## src/rtl/uart_rx_engine.sv

```systemverilog
`default_nettype none
// +----------------------------------------------------------------------------+
// | uart_rx_engine : oversampled UART receiver, valid/ready output, err events  |
// | Option macro UART_RX_MAJORITY_VOTE_EN : 3-sample majority vote per bit      |
// | Rev 1.0                                                                    |
// +----------------------------------------------------------------------------+
module uart_rx_engine #(
  parameter int DATA_MAX     = 8,
  parameter int OVERSAMPLE   = 16,
  parameter int TIMEOUT_BITS = 32
) (
  input  logic                PCLK,
  input  logic                PRESETn,
  input  logic                baud_tick,
  input  logic                rx_en,
  input  logic                rxd,
  input  logic [3:0]          data_len,
  input  logic                parity_en,
  input  logic                parity_odd,
  input  logic                stop_twice,
  input  logic                rx_ready,
  output logic [DATA_MAX-1:0] rx_data,
  output logic                rx_valid,
  output logic                parity_err,
  output logic                frame_err,
  output logic                overrun_err,
  output logic                break_det,
  output logic                timeout_flag,
  output logic                busy
);

  localparam int                 c_cnt_w   = $clog2(OVERSAMPLE);
  localparam int                 c_to_w    = $clog2(TIMEOUT_BITS + 1);
  localparam logic [c_cnt_w-1:0] c_mid     = c_cnt_w'(OVERSAMPLE / 2);
  localparam logic [c_cnt_w-1:0] c_mid_m1  = c_cnt_w'(OVERSAMPLE / 2 - 1);
  localparam logic [c_cnt_w-1:0] c_last    = c_cnt_w'(OVERSAMPLE - 1);
  localparam logic [3:0]         c_len_max = 4'(DATA_MAX);
  localparam logic [c_to_w-1:0]  c_to_last = c_to_w'(TIMEOUT_BITS - 1);

  typedef enum logic [2:0] {
    S_IDLE   = 3'd0,
    S_START  = 3'd1,
    S_DATA   = 3'd2,
    S_PARITY = 3'd3,
    S_STOP_0 = 3'd4,
    S_STOP_1 = 3'd5
  } state_t;

  state_t              r_state, w_state_nxt;
  logic                r_rxd_s1, r_rxd_s2;
  logic [c_cnt_w-1:0]  r_tick_cnt;
  logic [3:0]          r_bit_cnt, r_len;
  logic                r_par_en, r_par_odd, r_stop_twice;
  logic [DATA_MAX-1:0] r_shift;
  logic                r_par_acc, r_all_zero, r_perr, r_ferr, r_brk;
  logic                r_samp_b;
  logic [c_to_w-1:0]   r_idle_cnt;
  logic                r_to_armed;

  logic                w_bit, w_mid, w_start, w_complete;
  logic                w_ferr_fin, w_brk_fin;
  logic [3:0]          w_len;

  // The tick counter is never restarted after the start edge, so every
  // later bit is decided at the same phase as the start bit.
  assign w_mid   = baud_tick && (r_tick_cnt == c_mid);
  assign w_start = (r_state == S_IDLE) && rx_en && baud_tick && !r_rxd_s2;
  assign w_len   = (data_len < 4'd5) ? 4'd5 :
                   (data_len > c_len_max) ? c_len_max : data_len;
  assign busy    = (r_state != S_IDLE);

`ifdef UART_RX_MAJORITY_VOTE_EN
  logic r_samp_a;
  assign w_bit = (r_samp_a & r_samp_b) | (r_samp_a & r_rxd_s2) | (r_samp_b & r_rxd_s2);
`else
  assign w_bit = r_samp_b;
`endif

  assign w_ferr_fin = r_ferr | ~w_bit;
  assign w_brk_fin  = (r_state == S_STOP_0) ? (r_all_zero & ~w_bit) : r_brk;

  always_ff @(posedge PCLK or negedge PRESETn) begin
    if (!PRESETn) r_state <= S_IDLE;
    else          r_state <= w_state_nxt;
  end

  always_comb begin
    w_state_nxt = r_state;
    w_complete  = 1'b0;
    if (r_state != S_IDLE && !rx_en) begin
      w_state_nxt = S_IDLE;
    end else begin
      case (r_state)
        S_IDLE:   if (w_start) w_state_nxt = S_START;
        S_START:  if (w_mid) w_state_nxt = w_bit ? S_IDLE : S_DATA;
        S_DATA:   if (w_mid && (r_bit_cnt == r_len - 4'd1))
                    w_state_nxt = r_par_en ? S_PARITY : S_STOP_0;
        S_PARITY: if (w_mid) w_state_nxt = S_STOP_0;
        S_STOP_0: if (w_mid) begin
                    if (r_stop_twice) begin
                      w_state_nxt = S_STOP_1;
                    end else begin
                      w_state_nxt = S_IDLE;
                      w_complete  = 1'b1;
                    end
                  end
        S_STOP_1: if (w_mid) begin
                    w_state_nxt = S_IDLE;
                    w_complete  = 1'b1;
                  end
        default:  w_state_nxt = S_IDLE;
      endcase
    end
  end

  always_ff @(posedge PCLK or negedge PRESETn) begin
    if (!PRESETn) begin
      r_rxd_s1     <= 1'b1;
      r_rxd_s2     <= 1'b1;
      r_tick_cnt   <= '0;
      r_bit_cnt    <= '0;
      r_len        <= '0;
      r_par_en     <= 1'b0;
      r_par_odd    <= 1'b0;
      r_stop_twice <= 1'b0;
      r_shift      <= '0;
      r_par_acc    <= 1'b0;
      r_all_zero   <= 1'b0;
      r_perr       <= 1'b0;
      r_ferr       <= 1'b0;
      r_brk        <= 1'b0;
      r_samp_b     <= 1'b1;
`ifdef UART_RX_MAJORITY_VOTE_EN
      r_samp_a     <= 1'b1;
`endif
    end else begin
      r_rxd_s1 <= rxd;
      r_rxd_s2 <= r_rxd_s1;
      if (baud_tick) r_tick_cnt <= (r_tick_cnt == c_last) ? '0 : r_tick_cnt + 1'b1;
      if (baud_tick && r_tick_cnt == c_mid_m1) r_samp_b <= r_rxd_s2;
`ifdef UART_RX_MAJORITY_VOTE_EN
      if (baud_tick && r_tick_cnt == c_mid_m1 - 1'b1) r_samp_a <= r_rxd_s2;
`endif
      if (w_start) begin
        r_tick_cnt   <= '0;
        r_bit_cnt    <= '0;
        r_len        <= w_len;
        r_par_en     <= parity_en;
        r_par_odd    <= parity_odd;
        r_stop_twice <= stop_twice;
        r_shift      <= '0;
        r_par_acc    <= 1'b0;
        r_all_zero   <= 1'b1;
        r_perr       <= 1'b0;
        r_ferr       <= 1'b0;
        r_brk        <= 1'b0;
      end else if (w_mid && rx_en) begin
        case (r_state)
          S_DATA: begin
            for (int i = 0; i < DATA_MAX; i++)
              if (r_bit_cnt == 4'(i)) r_shift[i] <= w_bit;
            r_bit_cnt  <= r_bit_cnt + 4'd1;
            r_par_acc  <= r_par_acc ^ w_bit;
            r_all_zero <= r_all_zero & ~w_bit;
          end
          S_PARITY: begin
            r_perr     <= (w_bit != (r_par_acc ^ r_par_odd));
            r_all_zero <= r_all_zero & ~w_bit;
          end
          S_STOP_0: begin
            r_ferr <= ~w_bit;
            r_brk  <= r_all_zero & ~w_bit;
          end
          default: ;
        endcase
      end
    end
  end

  // Output register, event pulses and the idle-timeout counter.
  always_ff @(posedge PCLK or negedge PRESETn) begin
    if (!PRESETn) begin
      rx_data      <= '0;
      rx_valid     <= 1'b0;
      parity_err   <= 1'b0;
      frame_err    <= 1'b0;
      overrun_err  <= 1'b0;
      break_det    <= 1'b0;
      timeout_flag <= 1'b0;
      r_idle_cnt   <= '0;
      r_to_armed   <= 1'b0;
    end else begin
      overrun_err  <= 1'b0;
      break_det    <= 1'b0;
      timeout_flag <= 1'b0;
      if (w_complete) begin
        if (!rx_valid || rx_ready) begin
          rx_data    <= r_shift;
          parity_err <= r_perr;
          frame_err  <= w_ferr_fin;
          rx_valid   <= 1'b1;
        end else begin
          overrun_err <= 1'b1;
        end
        break_det  <= w_brk_fin;
        r_to_armed <= 1'b1;
      end else if (rx_valid && rx_ready) begin
        rx_valid <= 1'b0;
      end
      if (w_start) begin
        r_idle_cnt <= '0;
      end else if (r_state == S_IDLE && r_to_armed && w_mid && r_rxd_s2) begin
        if (r_idle_cnt == c_to_last) begin
          timeout_flag <= 1'b1;
          r_to_armed   <= 1'b0;
          r_idle_cnt   <= '0;
        end else begin
          r_idle_cnt <= r_idle_cnt + 1'b1;
        end
      end
    end
  end

endmodule
`default_nettype wire
```

## config.mk

```make
export PLATFORM = sky130hd
export DESIGN_NAME = uart_rx_engine
export DESIGN_NICKNAME = d
export VERILOG_FILES = /design/src/rtl/uart_rx_engine.sv
export SDC_FILE = /design/constraint.sdc
export NUM_CORES = 1
export LEC_CHECK = 0
export CORE_UTILIZATION = 56
export CTS_CLUSTER_SIZE = 28
export DETAILED_ROUTE_END_ITERATION = 12
export HOLD_SLACK_MARGIN = 0.12
export PLACE_DENSITY = 0.79
export SKIP_CTS_REPAIR_TIMING = 1
export SLEW_MARGIN = 10
export SYNTH_ARGS = -nofsm -noshare
export SYNTH_HDL_FRONTEND = slang
export SYNTH_SLANG_ARGS = --single-unit
```

## constraint.sdc

```tcl
create_clock -name PCLK -period 2.5 [get_ports PCLK]
set_input_delay 0.5 -clock PCLK [delete_from_list [all_inputs] [get_ports PCLK]]
set_output_delay 0.5 -clock PCLK [all_outputs]
set_load 0.02 [all_outputs]
```

# Word level (Yosys, flattened, before mapping)
# Index checks and enable logic that the tools add are counted.
# totals
regBits	55
latch_bits	0
mem_bits_rw	0
mem_bits_ro	0
input_bits	13
out_inout_bits	15
wordCells	185
n_memories	0
# classes
add_sub_neg	4
mul	0
n_div	0
n_lt_le_gt_ge	2
n_eq_ne	25
shift	0
mux	66
n_bitwise	5
reduce_logical	51
# op_table
op	n
two-way mux 1 bit	40
two-way mux 4 bit	8
nonzero test 2 bit	16
two-way mux 3 bit	9
two-way mux 8 bit	3
AND reduction 3 bit	8
== test 4 x 3 -> 1 bit, second input constant	5
two-way mux 6 bit	3
case mux 3 bit (6 select lines)	1
inequality test 3 bit, second input constant	5
logical AND 1 bit	12
AND reduction 2 bit	6
adder 4 x 1 -> 4 bit, second input constant	2
== test 4 x 2 -> 1 bit, second input constant	2
== test 4 bit, second input constant	2
adder 6 x 1 -> 6 bit, second input constant	1
== test 3 x 2 -> 1 bit, second input constant	2
== test 3 bit, second input constant	2
== test 6 x 5 -> 1 bit, second input constant	1
AND reduction 6 bit	1
== test 4 x 1 -> 1 bit, second input constant	1
== test 4 bit	1
greater-than comparator 4 bit, second input constant	1
logical NOT 4 bit	1
17 further kinds	20

# Longest topological paths before layout
# logic_depth
ltp_word	9
ltp_mapped	8
mapped_depth_nobuf	7

# Worst setup path after synthesis
# No wires, ideal clock.
# synth_path
path_kind	register to register
start	reg r_tick_cnt[0]
end	reg frame_err
arrival_time_ps	1785
t_required_ps	2375
slack_ps	590
path_stages_with_launch	8
n_path_buf	0
cell_sequence	dfrtp_1 > inv_1 > ha_1 > nand3b_1 > or2_2 > nor3_1 > nand2_1 > mux2_2
# synth_via
elab_chain_len	6
elab_cells_between_ends	7
# synth_rtl
item	line_no	source
start: declaration	51	logic [c_cnt_w-1:0] r_tick_cnt;
start signal: assignment	139	if (baud_tick) r_tick_cnt <= (r_tick_cnt == c_last) ? '0 : r_tick_cnt + 1'b1;
== test 4 bit (*)	66	assign w_mid = baud_tick && (r_tick_cnt == c_mid);
logical AND 1 bit (*)	66	
two-way mux 1 bit (on tied branches)	107, 99	
case mux 1 bit (2 select lines) (*)	93	case (r_state)
two-way mux 1 bit (*)	90	if (r_state != S_IDLE && !rx_en) begin
AND reduction 2 bit (no line) (*)	--	
end signal: assignment	200	frame_err <= w_ferr_fin;
end: declaration	25	output logic frame_err,
# Mark *: on every way between the ends. The rest lies on a longest branch, timed or not.
# A chain may end at the register's enable or synchronous reset.

# Worst setup path after layout
# layout_path
start	reg r_state[1]
end	out busy
# layout_via
elab_chain_len	1
# layout_rtl
item	line_no	source
start: declaration	49	state_t r_state, w_state_nxt;
start signal: assignment	84	else r_state <= w_state_nxt;
nonzero test 3 bit	70	assign busy = (r_state != S_IDLE);
end: declaration	29	output logic busy
# No other way between the ends.

==> out/results.ini <==
[outcome]
run_status=completed

[logic_synthesis]
yosysTopAreaCellShare_pct=47.7
syn_area_per_cell_sq_um=10.1
post_synth_inst_count=269
syn-cell-area_sq_mm=0.00273
total_of_flip_flops_plus_latches_after_synthesis=55
synthDistinctLibCells=41
synth-warning-count=0
seq_area_frac_synth_pct=50.6
synth_fp_nets=290
synthArstFlopShare_pct=100
synth.top_cells.by_area=sky130_fd_sc_hd__dfrtp_1 (48%), sky130_fd_sc_hd__nand2_1 (6.6%), sky130_fd_sc_hd__mux2_2 (4.1%)
synth_top_area_cell=sky130_fd_sc_hd__dfrtp_1
dominantRegCellSynth=sky130_fd_sc_hd__dfrtp_1
synth-edff-count=0

[drt]
drt_iter0_drc=156
routed_wire_length_per_instance_um=14.5
via_count=1998
detailedRoute.firstPassIterationCount=4
drt.antenna.violating_nets=0
viasPerCell=5.61
total_wire_length_after_detailed_routing_um=5180
post-route-drc-count=0

[worst_setup_path]
critical_path.n_buffers_inverters=1
sequence_of_cells_on_the_critical_path=or3_1, clkdlybuf4s50_1
worst_ep_arrival_time_ps=1900
crit_path_end_kind=output port
critPathMaxStageDelay_ps=590
timing.critical_path.slowest_stage_cell=sky130_fd_sc_hd__clkdlybuf4s50_1
start_kind=register
timing_worst_setup_path_type=register to output port
critPathMaxFanout=9
crit_family=buffers and inverters
worstPathRequired_ps=2000

[power_and_ir_drop]
peakVddDrop_v=0.000439
power.leakage_uw=0.00144
pwr_density_cell_mw_per_mm2=641
fin_total_pwr_uw=2060

[final_layout]
num-nets-final=322
antenna_cells_inserted=0
n_fill_cell=363
flow.area_growth_from_synthesis_pct=17.5
final_layout_size_suffix_gt1_share_pct=13.6

[place]
placement.io_buffers=27
gp_routability_congestion=0.905
post-dp-hpwl_um=3660

[sta]
rsz0062_at_grt=no
setup_total_negative_slack_ps=0
fin_crit_ps=2400
final-hold-violation-count=0
transition_time_at_the_pin_with_the_least_slew_margin_ps=659
max_freq_mhz=417
worst_hold_slack_ps=207
timing.final.max_slew_violations=0
setup-violations-final=0
finalCritPeriodShare_pct=95.9
max_slew_headroom_pct=56.1
timing.clock.skew_ps=3.37

[global_routing]
grtUsageTotal_pct=23.4
grt_pass1_wl_um=9230
grt_max_degree=29
via_count_of_the_first_global_routing_pass=2003
residual_overflow_from_global_routing=0
initial_antenna_violation_count=0

[floorplanning]
die-area_sq_mm=0.00516
floorplan.initialDensity_pct=58.2
floorplan.die.height_um=71.8
die-width_um=71.8
number_of_rows_created_at_floorplan=25
ios=28
core_area_sq_mm=0.00469

[clock_network]
root_buffer=sky130_fd_sc_hd__clkbuf_8
h_tree_depth=2
clock_latency_of_the_later_clocked_register_in_the_worst_skew_pair_ps=310
tritoncts=built
cts_max_path_buffers=2
worst_setup_hold_path_clk_slew_ps=100
tritoncts_num_sinks=55
cts_buffers=5

[job]
max_cap_viol_count=0

[hold_path]
hp-class=primary input to asynchronous set/reset pin

report_power, final:
group          total [uW]  switching (uW)  internal [uW]
logic                 366             201            165
registers            1070            98.7            975
clock network         615             291            325
cell type report:
class                           instances  area [sq um]  area share [%]
Tap cell                               54          67.6            2.11
Clock buffer                            6          82.6            2.58
Sequential cell                        55          1380            43.1
Multi-Input combinational cell        192          1250            39.0
Inverter                               10          37.5            1.17
Timing Repair Buffer                   37           353            11.0
Clock inverter                          2          35.0            1.09
through the flow:
stage,utilization [%],area [sq um],worst slack [ps],instances
global route,68.3,3210,36.4,356
finish,68.3,3210,103,356
floorplan,-,2730,590,269
global placement,65.8,3090,123,348
detailed placement,65.8,3090,68.2,348
CTS,68.3,3210,98.7,356
sequential cells by signal (all words and copies together), names as in the netlist, 3 cells and up:
signal and flops:
r_idle_cnt 6, r_len 4, rx_data 8, r_tick_cnt 4
r_state 3, r_shift 8, r_bit_cnt 4
kinds of logic (layout without fill, tap and decap cells):
kind of cell / after synthesis / in the layout / share of synthesized area [%]
buffers and inverters: 22 / 55 / 3.62
multiplexers: 18 / 18 / 7.06
AO/OA/AOI/OAI: 42 / 42 / 10.5
adder cells (fa/ha/maj): 8 / 8 / 3.67
AND/OR/NAND/NOR: 110 / 110 / 20.1
XOR/XNOR: 14 / 14 / 4.49
flip-flops: 55 / 55 / 50.6
final timing paths:
| path | from | endpoint | slack [ps] | cells past startpoint |
|---|---|---|---|---|
| min reg2reg | r_rxd_s1$_DFF_PN1_ | r_rxd_s2$_DFF_PN1_ | 360 | 0 |
| min | PRESETn | r_shift[3]$_DFFE_PN0P_ | 210 | 1 |
| max | r_state[1]$_DFFE_PN0P_ | busy | 100 | 2 |
| min in group PCLK | r_rxd_s1$_DFF_PN1_ | r_rxd_s2$_DFF_PN1_ | 360 | 0 |
| max in group asynchronous | PRESETn | r_samp_b$_DFFE_PN1P_ | 1640 | 2 |
| max reg2reg | r_tick_cnt[0]$_DFFE_PN0P_ | rx_data[2]$_DFFE_PN0P_ | 320 | 7 |
layout by cell type (no fill, tap or decap), types with 4 or more instances in the layout:
cell type	n
sky130_fd_sc_hd__dfrtp_1	52
sky130_fd_sc_hd__nand3_1	9
sky130_fd_sc_hd__nor2_1	16
sky130_fd_sc_hd__o31ai_1	9
sky130_fd_sc_hd__or3_1	4
sky130_fd_sc_hd__mux2_2	10
sky130_fd_sc_hd__o211ai_1	8
sky130_fd_sc_hd__o21ai_0	10
sky130_fd_sc_hd__nor3_1	4
sky130_fd_sc_hd__ha_1	8
sky130_fd_sc_hd__a21oi_1	7
sky130_fd_sc_hd__xor2_1	8
sky130_fd_sc_hd__buf_4	9
sky130_fd_sc_hd__nand2_1	48
sky130_fd_sc_hd__clkbuf_8	6
sky130_fd_sc_hd__clkdlybuf4s50_1	26
sky130_fd_sc_hd__xnor2_1	6
sky130_fd_sc_hd__inv_1	10
sky130_fd_sc_hd__nor3b_1	4
sky130_fd_sc_hd__mux2i_1	8
sky130_fd_sc_hd__nor2b_1	6
sky130_fd_sc_hd__nand2b_1	5
layer usage:
metal | vias up | GRT usage (%) | share of wire [%]
met4 | 0 | 11.1 | 1.8
li1 | 982 | - | -
met3 | 12 | 5.06 | 3.5
met5 | - | 0 | 0
met1 | 961 | 30.7 | 47
met2 | 43 | 37.1 | 48
cells in the mapped netlist (4+ instances only):
library cell and count:
sky130_fd_sc_hd__nand3_1 9, sky130_fd_sc_hd__o211ai_1 8, sky130_fd_sc_hd__mux2_2 10, sky130_fd_sc_hd__ha_1 8
sky130_fd_sc_hd__a21oi_1 7, sky130_fd_sc_hd__dfrtp_1 52, sky130_fd_sc_hd__xor2_1 8, sky130_fd_sc_hd__nand2_1 48
sky130_fd_sc_hd__buf_2 7, sky130_fd_sc_hd__or3_1 4, sky130_fd_sc_hd__o21ai_0 10, sky130_fd_sc_hd__nor2_1 16
sky130_fd_sc_hd__nor2b_1 6, sky130_fd_sc_hd__xnor2_1 6, sky130_fd_sc_hd__nor3_1 4, sky130_fd_sc_hd__clkbuf_1 4
sky130_fd_sc_hd__o31ai_1 9, sky130_fd_sc_hd__mux2i_1 8, sky130_fd_sc_hd__nand2b_1 5, sky130_fd_sc_hd__nor3b_1 4
sky130_fd_sc_hd__inv_1 10
(Power assumes the default switching activity.)
